**src/rtl/demux1to2_buffered.sv**
```systemverilog
// demux1to2_buffered: routes one input word stream to one of two output ports,
// each port backed by a single-entry buffer with a valid/ready handshake and a
// running count of completed output transfers.
module demux1to2_buffered #(
    parameter int WIDTH = 24,
    parameter int CNTW  = 8
) (
    input  logic             Clock,
    input  logic             Reset,
    input  logic [WIDTH-1:0] InData,
    input  logic             InSel,
    input  logic             InValid,
    output logic             InReady,
    output logic [WIDTH-1:0] Out0Data,
    output logic [WIDTH-1:0] Out1Data,
    output logic             Out0Valid,
    output logic             Out1Valid,
    input  logic             Out0Ready,
    input  logic             Out1Ready,
    output logic [CNTW-1:0]  Count0,
    output logic [CNTW-1:0]  Count1
);

    typedef enum logic {
        EMPTY = 1'b0,
        FULL  = 1'b1
    } bufState_e;

    bufState_e        state0_q, state0_d;
    bufState_e        state1_q, state1_d;
    logic [WIDTH-1:0] data0_q, data0_d;
    logic [WIDTH-1:0] data1_q, data1_d;
    logic [CNTW-1:0]  count0_q, count0_d;
    logic [CNTW-1:0]  count1_q, count1_d;

    logic accept;
    logic accept0;
    logic accept1;
    logic xfer0;
    logic xfer1;

    // Input readiness and handshake decode; InValid only qualifies accept, never InReady
    always_comb begin
        InReady = 1'b0;
        if (InSel) begin
            InReady = (state1_q == EMPTY) || Out1Ready;
        end else begin
            InReady = (state0_q == EMPTY) || Out0Ready;
        end
        accept  = InValid && InReady;
        accept0 = accept && !InSel;
        accept1 = accept && InSel;
        xfer0   = (state0_q == FULL) && Out0Ready;
        xfer1   = (state1_q == FULL) && Out1Ready;
    end

    // Port 0 buffer next state: load on accept (even while draining), empty on a lone transfer
    always_comb begin
        state0_d = state0_q;
        data0_d  = data0_q;
        count0_d = count0_q;
        if (xfer0) begin
            count0_d = count0_q + 1'b1;
        end
        case (state0_q)
            EMPTY: begin
                if (accept0) begin
                    state0_d = FULL;
                    data0_d  = InData;
                end
            end
            FULL: begin
                if (accept0) begin
                    data0_d = InData;
                end else if (xfer0) begin
                    state0_d = EMPTY;
                end
            end
            default: state0_d = EMPTY;
        endcase
    end

    // Port 1 buffer next state: same behaviour as port 0
    always_comb begin
        state1_d = state1_q;
        data1_d  = data1_q;
        count1_d = count1_q;
        if (xfer1) begin
            count1_d = count1_q + 1'b1;
        end
        case (state1_q)
            EMPTY: begin
                if (accept1) begin
                    state1_d = FULL;
                    data1_d  = InData;
                end
            end
            FULL: begin
                if (accept1) begin
                    data1_d = InData;
                end else if (xfer1) begin
                    state1_d = EMPTY;
                end
            end
            default: state1_d = EMPTY;
        endcase
    end

    // State, data and counter registers; reset clears everything without waiting for a clock
    always_ff @(posedge Clock or posedge Reset) begin
        if (Reset) begin
            state0_q <= EMPTY;
            state1_q <= EMPTY;
            data0_q  <= '0;
            data1_q  <= '0;
            count0_q <= '0;
            count1_q <= '0;
        end else begin
            state0_q <= state0_d;
            state1_q <= state1_d;
            data0_q  <= data0_d;
            data1_q  <= data1_d;
            count0_q <= count0_d;
            count1_q <= count1_d;
        end
    end

    assign Out0Data  = data0_q;
    assign Out1Data  = data1_q;
    assign Out0Valid = (state0_q == FULL);
    assign Out1Valid = (state1_q == FULL);
    assign Count0    = count0_q;
    assign Count1    = count1_q;

endmodule

```
**config.mk**
```make
export PLATFORM = sky130hd
export DESIGN_NAME = demux1to2_buffered
export DESIGN_NICKNAME = d
export VERILOG_FILES = /design/src/rtl/demux1to2_buffered.sv
export SDC_FILE = /design/constraint.sdc
export NUM_CORES = 1
export LEC_CHECK = 0
export BUFFER_PORTS_ARGS = -buffer_cell sky130_fd_sc_hd__buf_2
export CAP_MARGIN = 20
export CORE_MARGIN = 2
export CORE_UTILIZATION = 37
export CTS_CLUSTER_SIZE = 25
export DETAILED_ROUTE_END_ITERATION = 8
export PLACE_DENSITY = 0.6
export SLEW_MARGIN = 10
export SYNTH_ARGS = -nofsm -noshare
export SYNTH_HDL_FRONTEND = slang
export SYNTH_SLANG_ARGS = --single-unit
```
**constraint.sdc**
```tcl
create_clock -name Clock -period 5.6 [get_ports Clock]
set_clock_uncertainty 0.15 [all_clocks]
set_input_delay 0.84 -clock Clock [delete_from_list [all_inputs] [get_ports Clock]]
set_output_delay 0.84 -clock Clock [all_outputs]
set_load 0.01 [all_outputs]
```
; ---- After elaboration in Yosys (flattened, before gate mapping)
; Cells that the tools add are included.
[op_classes]
addsub = 2
n_mux = 11
n_bitwise = 2
reduce_logical = 8
[ops]
columns = op, n
row1 = 24-bit two-way mux, 2
row2 = 8-bit by 1-bit adder with 8-bit output (second input constant), 2
row3 = 1-bit two-way mux, 7
row4 = 1-bit logical AND, 5
row5 = 1-bit one-hot mux with 2 select lines, 2
row6 = 1-bit logical OR, 2
row7 = 1-bit inverter, 2
row8 = 1-bit zero test, 1
[totals]
ff_bits = 66
input_bits = 30
output_inout_bits = 67
word_cells = 29

; ---- Depth between registers and ports, before layout
[logic_depth]
word_depth = 7
depth_mapped = 5
ltp_nobuf = 3

; ---- Least setup slack after synthesis
; Ideal clock, no wire load.
[synth_path]
kind = in2out
start = input port Out0Ready
end = output port InReady
arrival_ns = 1.322
required_ns = 4.610
slack_ns = 3.288
cell_stages = 2
n_path_buf = 0
path_cell_list = nand2b_2 mux2_2
[synth_between]
elab_chain_len = 2
[synth_rtl]
columns = element, line
row1 = from (decl), 18  ; input logic Out0Ready,
row2 = 1-bit logical OR, 48  ; InReady = (state0_q == EMPTY) || Out0Ready;
row3 = 1-bit two-way mux, 45  ; if (InSel) begin
row4 = to (decl), 13  ; output logic InReady,
; Every way passes these cells.

; ---- Worst setup path after layout
; Ends and elaborated chain as after synthesis.

==> results.yml <==
worst_setup_path:
  timing.reg2reg.setup_slack_ns: 3.62
  startpoint_type: "primary input"
  r2r-end: "Out1Data[20]$_DFFE_PP0P_"
  r2r.worst_path.cells: 3
  critPathMaxFanout: 3
  cp.required_ns: 4.61
  timing.setup.critical_path_class: "primary input to output pin"
  cp_data_arrival_time_ns: 1.57
  end_kind: "output pin"
  rr_startpoint: "Out1Valid$_DFF_PP0_"
pwr:
  power.ir.vdd_worst_mv: 0.1552
  power_leakage_nw: 1.703
  pwr_density_cell_mw_per_mm2: 405.1
final_layout:
  final_net_count: 299
  final_cells: 371
  ratio_of_cells_with_drive_above_1_in_the_final_layout_pct: 62.50
  area_growth_syn_to_layout_pct: 27.05
  num_antenna_cells: 0
route:
  top_layer_used: "met4"
  vias_per_cell: 4.474
  wl_per_cell_um: 14.09
  met3RoutedLength_um: 264
  dr.pass1.iters: 3
  detailroute.wirelength.met2_um: 2569
  wirelength_um: 5227
  wl_met1_um: 2317
  antenna_left: 0
  vias: 1660
  drc: 0
  number_of_drc_markers_after_the_initial_detailed_route_iteration: 36
timing:
  timing.setup.tns_ns: 0
  worst_slack_ns: 3.041
  final_hold_viol_count: 0
  timing.final.max_slew_violations: 0
  slew-limit-headroom_pct: 36.80
  finalHoldWorstSlack_ns: 0.3150
  fmax_ghz: 0.3908
  final_min_period_over_clock_period_pct: 45.70
  final.min_clock_period_ns: 2.559
  report.final.setup_viol: 0
  tightestPinTransition_ns: 0.9461
  rsz_0062_raised_after_global_routing: "false"
floorplan:
  die_h_um: 89.59
  placeableCoreArea_mm2: 0.007176
  i_o_pins: 97
  die_area_mm2: 0.008025
  die_w_um: 89.59
  standard_cell_rows: 31
  initial_utilization_pct: 37.77
min_path:
  min-delay-path-class: "flop to flop"
  worstHoldEndpoint: "Count0[7]$_DFFE_PP0N_"
  min-delay-start: "Count0[7]$_DFFE_PP0N_"
  holdPathStages: 1
yosys:
  synth_top_family_by_area: "multiplexers"
  synth-edff-count: 0
  ys.flop_type: "sky130_fd_sc_hd__dfrtp_1"
  netlist_instances: 166
  ys_async_sr_fraction_pct: 100.0
  syn_nets: 198
  ys_seq_elements: 66
  synth_adder_area_share_pct: 0.9234
  syn_area_mm2: 0.002710
  post_synth_and_or_nand_nor_area_fraction_pct: 6.417
  synth_area_in_xor_xnor_pct: 4.524
  mux_cell_area_share_after_synthesis_pct: 23.96
  yosys-top-cells-area: "sky130_fd_sc_hd__dfrtp_1 61%, sky130_fd_sc_hd__mux2_2 13%, sky130_fd_sc_hd__mux2_4 11%"
  post-synth-top-count-cell: "sky130_fd_sc_hd__dfrtp_1"
  synth_top_area_cell: "sky130_fd_sc_hd__dfrtp_1"
  synth.distinct_cells: 20
  sequential_to_total_area_share_from_yosys_stat_pct: 60.94
  warning_count_from_the_yosys_run: 0
  synth_top_area_share_pct: 60.94
  ys_top_cells_by_count: "66 x sky130_fd_sc_hd__dfrtp_1, 31 x sky130_fd_sc_hd__mux2_2, 20 x sky130_fd_sc_hd__mux2_4, 12 x sky130_fd_sc_hd__xnor2_1, 8 x sky130_fd_sc_hd__nand4_1"
  synth_compound_gate_area_share_pct: 0
  syn-mean-instance-area_um2: 16.33
grt:
  pin_count_of_the_biggest_net_entering_global_routing: 67
  vias_in_the_first_global_route: 1621
  global_route.overflow_total: 0
  grt_antenna_before_repair: 0
  groute.usage.overall_pct: 13.12
  grt_first_pass_wirelength_um: 7962
run_status:
  status: "finished clean"
placed_design:
  dp_hpwl_um: 3583
  numPlacedInstances: 355
  post-place-ws_ns: 3.017
  routabilityCongestion: 0.6994
  io_buffers: 96
clock_tree:
  cts_hold_repair.buffers: 0
  cts.path.max_buffers: 2
  cts_tree: "yes"
  worstSkewPairLatency_ns: 0.32
  post_cts.repair.setup_buffers: 0
  worst_setup_hold_path_clk_slew_ns: 0.07
  cts_htree_levels: 3
  ctsRootBufferMaster: "sky130_fd_sc_hd__clkbuf_8"
  number_of_buffers_added_by_the_clock_tree_synthesis_step: 9
  cts_sinks: 66
  cts_resized: 0
run:
  drv_cap: 0
## cells by family (layout without fill, tap and decap cells)
group	after synthesis	in the layout
buf+inv	8	114
simple gates	25	25
xor+xnor	14	14
flops	66	66
fa+ha+maj	2	2
mux	51	51
## worst max-delay path, stage by stage
cell and delay [ns]:
sky130_fd_sc_hd__buf_2 0.10, sky130_fd_sc_hd__nand2b_2 0.22, sky130_fd_sc_hd__mux2_2 0.27, sky130_fd_sc_hd__buf_2 0.14
## metrics by stage
stage          util (%)  power [mW]  cell area (µm²)
6_report          47.99       1.395             3443
5_1_grt           47.99       1.478             3443
4_1_cts           47.99       1.417             3443
3_5_place_dp      45.13       1.005             3238
2_1_floorplan         -      0.8575             2710
3_3_place_gp      45.13      0.9988             3238
## state kept, by name, indices dropped and copies added, names as in the netlist
signal and flops:
Count0 8, Out1Valid 1, Out0Valid 1, Out1Data 24, Out0Data 24, Count1 8
## worst max-delay path by stage
stage / from / to / slack [ns] / cells past startpoint
3_5_place_dp: Out1Ready / Out1Data[22]$_DFFE_PP0P_ / 3.02 / 4
4_1_cts: Out0Ready / InReady / 3.03 / 4
5_1_grt: Out0Ready / InReady / 3.00 / 4
6_report: Out0Ready / InReady / 3.04 / 4
2_1_floorplan: Reset / Count0[0]$_DFFE_PP0N_ / 2.96 / 1
3_3_place_gp: Out0Ready / InReady / 3.04 / 4
## power breakdown
part,leakage (nW),switching [mW],internal (mW)
registers,0.795,0.0770,0.577
clock network,0.0986,0.175,0.229
logic,0.809,0.156,0.180
## cell usage in the layout, fill, tap and decap left out, types with 2 or more instances in the layout
master                       count
sky130_fd_sc_hd__clkinvlp_4      2
sky130_fd_sc_hd__nand2_1         6
sky130_fd_sc_hd__clkbuf_8       11
sky130_fd_sc_hd__ha_1            2
sky130_fd_sc_hd__and3_1          4
sky130_fd_sc_hd__mux2_2         31
sky130_fd_sc_hd__mux2_4         20
sky130_fd_sc_hd__dfrtp_1        66
sky130_fd_sc_hd__xor2_1          2
sky130_fd_sc_hd__nand4_1         8
sky130_fd_sc_hd__xnor2_1        12
sky130_fd_sc_hd__buf_2          96
## metal layers
metal / global-route usage [%] / vias to the layer above
met4: 6.106 / 0
met2: 20.72 / 52
li1: - / 783
met3: 3.291 / 10
met1: 17.00 / 815
met5: 0 / -
## area by class of cell
class                      count  area, µm²
timing repair buffer          97      488.0
sequential                    66       1652
clock inverter                 4      50.05
tap                           99      123.9
fill                         646       3732
multi-input combinational     92      970.9
clock buffer                  12      155.1
inverter                       1      3.754
(Power assumes the default switching activity.)
